--- config.mk ---
export PLATFORM = sky130hd
export DESIGN_NAME = gray_code_counter_flat
export DESIGN_NICKNAME = d
export VERILOG_FILES = /design/src/rtl/gray_code_counter_if.sv /design/src/rtl/gray_code_counter.sv /design/src/flat_wrapper.sv
export SDC_FILE = /design/constraint.sdc
export NUM_CORES = 1
export LEC_CHECK = 0
export ABC_AREA = 1
export CORE_MARGIN = 3
export CORE_UTILIZATION = 41
export DETAILED_ROUTE_END_ITERATION = 8
export PLACE_DENSITY = 0.82
export SYNTH_ARGS = -nofsm -noshare
export SYNTH_HDL_FRONTEND = slang
export SYNTH_SLANG_ARGS = --single-unit
--- constraint.sdc ---
create_clock -name clk -period 1.5 [get_ports clk]
set_input_delay 0.15 -clock clk [delete_from_list [all_inputs] [get_ports clk]]
set_output_delay 0.15 -clock clk [all_outputs]
set_load 0.01 [all_outputs]
--- src/rtl/gray_code_counter_if.sv ---
// Bundles the count-control inputs and the registered code/count outputs
// of gray_code_counter.
//   master : drives en, up_dn, wrap_en, load, load_bin; observes outputs
//   slave  : the counter itself; receives controls, drives outputs
interface gray_code_counter_if #(
  parameter int WIDTH = 4
);
  logic             en;
  logic             up_dn;
  logic             wrap_en;
  logic             load;
  logic [WIDTH-1:0] load_bin;
  logic [WIDTH-1:0] gray_out;
  logic [WIDTH-1:0] bin_out;
  logic             tc;
  logic             at_end;

  modport master (
    output en, up_dn, wrap_en, load, load_bin,
    input  gray_out, bin_out, tc, at_end
  );

  modport slave (
    input  en, up_dn, wrap_en, load, load_bin,
    output gray_out, bin_out, tc, at_end
  );
endinterface

--- src/rtl/gray_code_counter.sv ---
// Up/down counter that emits a Gray-coded count alongside its binary count.
// Ports:
//   clk  : rising-edge clock
//   rst  : synchronous active-high reset, clears every output
//   bus  : gray_code_counter_if.slave
//          en/up_dn/wrap_en/load/load_bin in; gray_out/bin_out/tc/at_end out
// All outputs are registered; priority is rst > load > en > hold.
module gray_code_counter #(
  parameter int WIDTH = 4
) (
  input logic                clk,
  input logic                rst,
  gray_code_counter_if.slave bus
);

  localparam logic [WIDTH-1:0] ALL_ONES = '1;
  localparam logic [WIDTH-1:0] ONE      = WIDTH'(1);

  function automatic logic [WIDTH-1:0] to_gray(input logic [WIDTH-1:0] b);
    return b ^ (b >> 1);
  endfunction

  logic [WIDTH-1:0] bin_p1;
  logic [WIDTH-1:0] gray_p1;
  logic             tc_p1;
  logic             at_end_p1;

  logic [WIDTH-1:0] bin_nxt;
  logic [WIDTH-1:0] end_val;
  logic             tc_nxt;
  logic             at_end_nxt;

  always_comb begin
    bin_nxt    = bin_p1;
    tc_nxt     = 1'b0;
    end_val    = bus.up_dn ? ALL_ONES : '0;
    if (bus.load) begin
      bin_nxt = bus.load_bin;
    end else if (bus.en) begin
      if (bin_p1 == end_val) begin
        // At the end of the range: wrap with a tc pulse, or saturate silently.
        if (bus.wrap_en) begin
          bin_nxt = bus.up_dn ? '0 : ALL_ONES;
          tc_nxt  = 1'b1;
        end
      end else begin
        bin_nxt = bus.up_dn ? bin_p1 + ONE : bin_p1 - ONE;
      end
    end
    // at_end looks at the post-update count with the direction sampled now.
    at_end_nxt = (bin_nxt == end_val);
  end

  // Stage p1: registered count, code and flags
  always_ff @(posedge clk) begin
    if (rst) begin
      bin_p1    <= '0;
      gray_p1   <= '0;
      tc_p1     <= 1'b0;
      at_end_p1 <= 1'b0;
    end else begin
      bin_p1    <= bin_nxt;
      gray_p1   <= to_gray(bin_nxt);
      tc_p1     <= tc_nxt;
      at_end_p1 <= at_end_nxt;
    end
  end

  assign bus.bin_out  = bin_p1;
  assign bus.gray_out = gray_p1;
  assign bus.tc       = tc_p1;
  assign bus.at_end   = at_end_p1;

endmodule

--- src/flat_wrapper.sv ---
// flat-port wrapper written by rule: the top's interface ports become plain ports
module gray_code_counter_flat 
#(
  parameter int WIDTH = 4
)
  (clk, rst, bus_en, bus_up_dn, bus_wrap_en, bus_load, bus_load_bin, bus_gray_out, bus_bin_out, bus_tc, bus_at_end);
  gray_code_counter_if #(.WIDTH(WIDTH)) bus_i ();
  input logic clk;
  input logic rst;
  input wire logic [$bits(bus_i.en)-1:0] bus_en;
  input wire logic [$bits(bus_i.up_dn)-1:0] bus_up_dn;
  input wire logic [$bits(bus_i.wrap_en)-1:0] bus_wrap_en;
  input wire logic [$bits(bus_i.load)-1:0] bus_load;
  input wire logic [$bits(bus_i.load_bin)-1:0] bus_load_bin;
  output wire logic [$bits(bus_i.gray_out)-1:0] bus_gray_out;
  output wire logic [$bits(bus_i.bin_out)-1:0] bus_bin_out;
  output wire logic [$bits(bus_i.tc)-1:0] bus_tc;
  output wire logic [$bits(bus_i.at_end)-1:0] bus_at_end;
  assign bus_i.en = bus_en;
  assign bus_i.up_dn = bus_up_dn;
  assign bus_i.wrap_en = bus_wrap_en;
  assign bus_i.load = bus_load;
  assign bus_i.load_bin = bus_load_bin;
  assign bus_gray_out = bus_i.gray_out;
  assign bus_bin_out = bus_i.bin_out;
  assign bus_tc = bus_i.tc;
  assign bus_at_end = bus_i.at_end;
  gray_code_counter #(.WIDTH(WIDTH)) u_core (.clk(clk), .rst(rst), .bus(bus_i));
endmodule
==> out/summary.log <==
INFO  outcome        outcome=finished with violations
INFO  outcome        violations=setup timing
INFO  hold_path      min-delay-path-class=input pin to flop
INFO  setup_path     r2r-end=u_core.bus.at_end$_SDFF_PP0_
INFO  floorplan      die_area=2150squm
INFO  global_routing grt-ovfl-total=0
INFO  floorplan      die_width=46.4um
INFO  floorplan      core_region_area=1420squm
INFO  clock_network  worstSkewPairLatency=0.27ns
INFO  logic_synthesis leading_post_synthesis_cells_by_cell_area=sky130_fd_sc_hd__dfxtp_1 27%, sky130_fd_sc_hd__nand2_1 17%, sky130_fd_sc_hd__inv_1 7.3%
INFO  logic_synthesis yosysMostFrequentCell=sky130_fd_sc_hd__nand2_1
INFO  floorplan      die_y=46.4um
INFO  global_routing use_met2=37.4%
INFO  sta            relSlewSlack=82.4%
INFO  sta            fmaxAchievable=0.593GHz
INFO  logic_synthesis yosys_most_used_dff=sky130_fd_sc_hd__dfxtp_1
INFO  sta            final.period_utilization=112%
INFO  setup_path     setup.worst_path.start=u_core.bus.bin_out[1]$_SDFF_PP0_
INFO  routing        route.detailed.drc=0
INFO  sta            final_count_of_pins_violating_max_slew=0
INFO  power          post-layout-total-power=0.873mW
INFO  clock_network  cts_buffer_depth=2
INFO  routing        routedWlPerCell=12.6um
INFO  setup_path     ff2ff_path_depth=13
INFO  global_routing grt_start_max_net_pins=8
INFO  logic_synthesis synth_async_sr_flop_share=0%
INFO  power          irDropWorstVdd=686uV
INFO  logic_synthesis top_cell_type_by_total_area_after_synthesis=sky130_fd_sc_hd__dfxtp_1
INFO  routing        drt.antenna.violating_nets=0
INFO  setup_path     worstPathRequired=1.66ns
INFO  floorplan      top_level_ports=20
INFO  final_layout   nNetsFinal=164
INFO  setup_path     critical_path_peak_fanout=4
INFO  hold_path      hold_depth=5
INFO  clock_network  clock_sinks=9
INFO  routing        vias=830
INFO  power          total_leakage_power=0.568nW
INFO  logic_synthesis ys_types=23
INFO  global_routing gr-usage-met1=22.0%
INFO  placement      worst_setup_timing_slack_at_the_placement_stage=-0.537ns
INFO  flow_run       timing.max_cap.violations=0
INFO  routing        drt-total-wl=2080um
INFO  logic_synthesis mappedNetlistNets=121
INFO  routing        drt_iter0_markers=18
INFO  sta            final.setup.tns=-0.674ns
INFO  clock_network  clkTransAtPathRegs=0.06ns
INFO  global_routing antenna_found_initial=0
INFO  power          power_dens_cells=761nW/um^2
INFO  logic_synthesis yosysTopAreaCellShare=26.9%
INFO  setup_path     ff2ff_setup_slack=-0.19ns
INFO  global_routing grt_first_pass_wirelength=3110um
INFO  logic_synthesis postSynthAreaPerCell=6.20squm
INFO  floorplan      placement_rows=13
INFO  logic_synthesis post_synth_most_frequent_cells=31 x sky130_fd_sc_hd__nand2_1, 13 x sky130_fd_sc_hd__inv_1, 12 x sky130_fd_sc_hd__nor2_1, 9 x sky130_fd_sc_hd__dfxtp_1
INFO  setup_path     timing.critical_path.to_type=flop
INFO  logic_synthesis ys.warnings.count=0
INFO  logic_synthesis synth_seq_area_share=26.9%
INFO  routing        detailedRoute.firstPassIterationCount=4
INFO  final_layout   layout-area-overhead-vs-synth=71.2%
INFO  final_layout   antenna_cells_inserted=0
INFO  logic_synthesis syn_area=669squm
INFO  sta            hold_viol_final=0
INFO  sta            fin_crit=1.69ns
INFO  final_layout   layout-drive-gt1-share=44.0%
INFO  logic_synthesis synthesis.instances=108
INFO  global_routing global_route.usage.total=21.3%
INFO  sta            tightestPinTransition=0.263ns
INFO  clock_network  tritoncts.num_buffers=3
INFO  clock_network  cts_max_level=1
INFO  setup_path     rr_startpoint=u_core.bus.bin_out[1]$_SDFF_PP0_
INFO  global_routing grt_pass1_vias=805
INFO  sta            rsz_0062_raised_after_global_routing=yes
INFO  global_routing busiest_layer=met2
INFO  logic_synthesis synth-edff-count=0
INFO  placement      gp_congestion=0.867
INFO  setup_path     critical_path_arrival=1.85ns
INFO  logic_synthesis ys_seq_elements=9
INFO  final_layout   finalNonFillerCells=165
INFO  routing        viasPerCell=5.03
INFO  clock_network  cts_tree=done
INFO  placement      portBuffers=19
INFO  placement      place_hpwl=1470um
INFO  setup_path     criticalPathCategory=flop to flop
INFO  placement      post-place-cells=156
INFO  floorplan      start_util=47.3%
INFO  sta            post-route-worst-setup-slack=-0.186ns
INFO  global_routing use_met3=8.98%
INFO  clock_network  clock_tree.root_cell=sky130_fd_sc_hd__clkbuf_4
INFO  setup_path     crit_end=u_core.bus.at_end$_SDFF_PP0_
INFO  sta            fin_worst_skew=0.00696ns
INFO  setup_path     start_kind=flop
INFO  sta            finalSetupViolCount=7
==> report_power, final <==
part	total, mW	internal (mW)	switching (mW)	leakage (nW)
sequential	0.275	0.262	0.0134	0.0763
combinational	0.406	0.198	0.208	0.477
clock	0.192	0.103	0.0890	0.0150
==> metrics by stage <==
step	util (%)	area, sq um	hold WS [ns]
2_1_floorplan	-	711	0.227
3_3_place_gp	72.7	1030	0.781
3_5_place_dp	72.7	1030	0.806
4_1_cts	77.8	1100	0.498
5_1_grt	81.0	1150	0.501
6_report	81.0	1150	0.493
==> logic make-up after synthesis <==
| kind of cell | Yosys count | synth area share, % |
|---|---|---|
| AO/OA/AOI/OAI | 11 | 9.72 |
| buffers and inverters | 20 | 11.8 |
| AND/OR/NAND/NOR | 65 | 44.9 |
| adder cells (fa/ha/maj) | 3 | 6.73 |
| flip-flops | 9 | 26.9 |
==> how the worst min path moves through the flow <==
| stage | startpoint | end |
|---|---|---|
| after floorplan | bus_load | u_core.bus.tc$_SDFF_PP0_ |
| after global placement | rst | u_core.bus.tc$_SDFF_PP0_ |
| after detailed placement | rst | u_core.bus.tc$_SDFF_PP0_ |
| after CTS | bus_up_dn | u_core.bus.at_end$_SDFF_PP0_ |
| after global routing | rst | u_core.bus.tc$_SDFF_PP0_ |
| final | bus_up_dn | u_core.bus.at_end$_SDFF_PP0_ |
==> registers in the layout (all words and copies together) (netlist names) <==
signal	cells
u_core.bus.at_end	1
u_core.bus.bin_out	4
u_core.bus.gray_out	3
u_core.bus.tc	1
==> layout make-up <==
class	count	area, sq um
well taps	15	18.8
repair buffers	40	350
flip-flops and latches	9	190
clock buffers	4	26.3
fillers	93	269
multi-input cells	79	493
inverters	18	67.6
==> what timing repair did <==
action,in CTS,in global routing
pin swaps,5,12
endpoints found under the hold margin,0,0
setup endpoints to repair,8,9
gates resized for setup,8,11
buffers inserted,3,2
hold buffers,0,0
==> metal layers <==
metal  wire length [um]  part of all wire [%]
met5                  0                     0
met3                148                   7.1
met2               1060                    51
met4                 19                  0.92
met1                850                    41
==> worst max-delay path: stages (launching register included) <==
cell and delay (ns):
sky130_fd_sc_hd__dfxtp_4 0.36, sky130_fd_sc_hd__ha_4 0.27, sky130_fd_sc_hd__nand2_2 0.04, sky130_fd_sc_hd__inv_2 0.06, sky130_fd_sc_hd__nand2_4 0.05, sky130_fd_sc_hd__nor2_4 0.12
sky130_fd_sc_hd__buf_4 0.14, sky130_fd_sc_hd__nor2_2 0.04, sky130_fd_sc_hd__o21ai_2 0.16, sky130_fd_sc_hd__nand2_2 0.10, sky130_fd_sc_hd__inv_2 0.09, sky130_fd_sc_hd__nand2_4 0.06
sky130_fd_sc_hd__nand2_2 0.05, sky130_fd_sc_hd__nor2_2 0.04
==> cells in the final DEF (no fill, tap or decap), types with 2 or more instances in the layout <==
cell	instances
sky130_fd_sc_hd__a21oi_1	7
sky130_fd_sc_hd__buf_4	20
sky130_fd_sc_hd__clkbuf_4	3
sky130_fd_sc_hd__clkdlybuf4s50_1	18
sky130_fd_sc_hd__dfxtp_1	5
sky130_fd_sc_hd__dfxtp_2	2
sky130_fd_sc_hd__dfxtp_4	2
sky130_fd_sc_hd__ha_4	2
sky130_fd_sc_hd__inv_1	9
sky130_fd_sc_hd__inv_2	8
sky130_fd_sc_hd__nand2_1	25
sky130_fd_sc_hd__nand2_2	10
sky130_fd_sc_hd__nand2_4	3
sky130_fd_sc_hd__nand3_1	3
sky130_fd_sc_hd__nand3_2	4
sky130_fd_sc_hd__nor2_1	10
sky130_fd_sc_hd__nor2_2	4
sky130_fd_sc_hd__nor2_4	2
sky130_fd_sc_hd__or2_2	2
(Power assumes the default switching activity.)
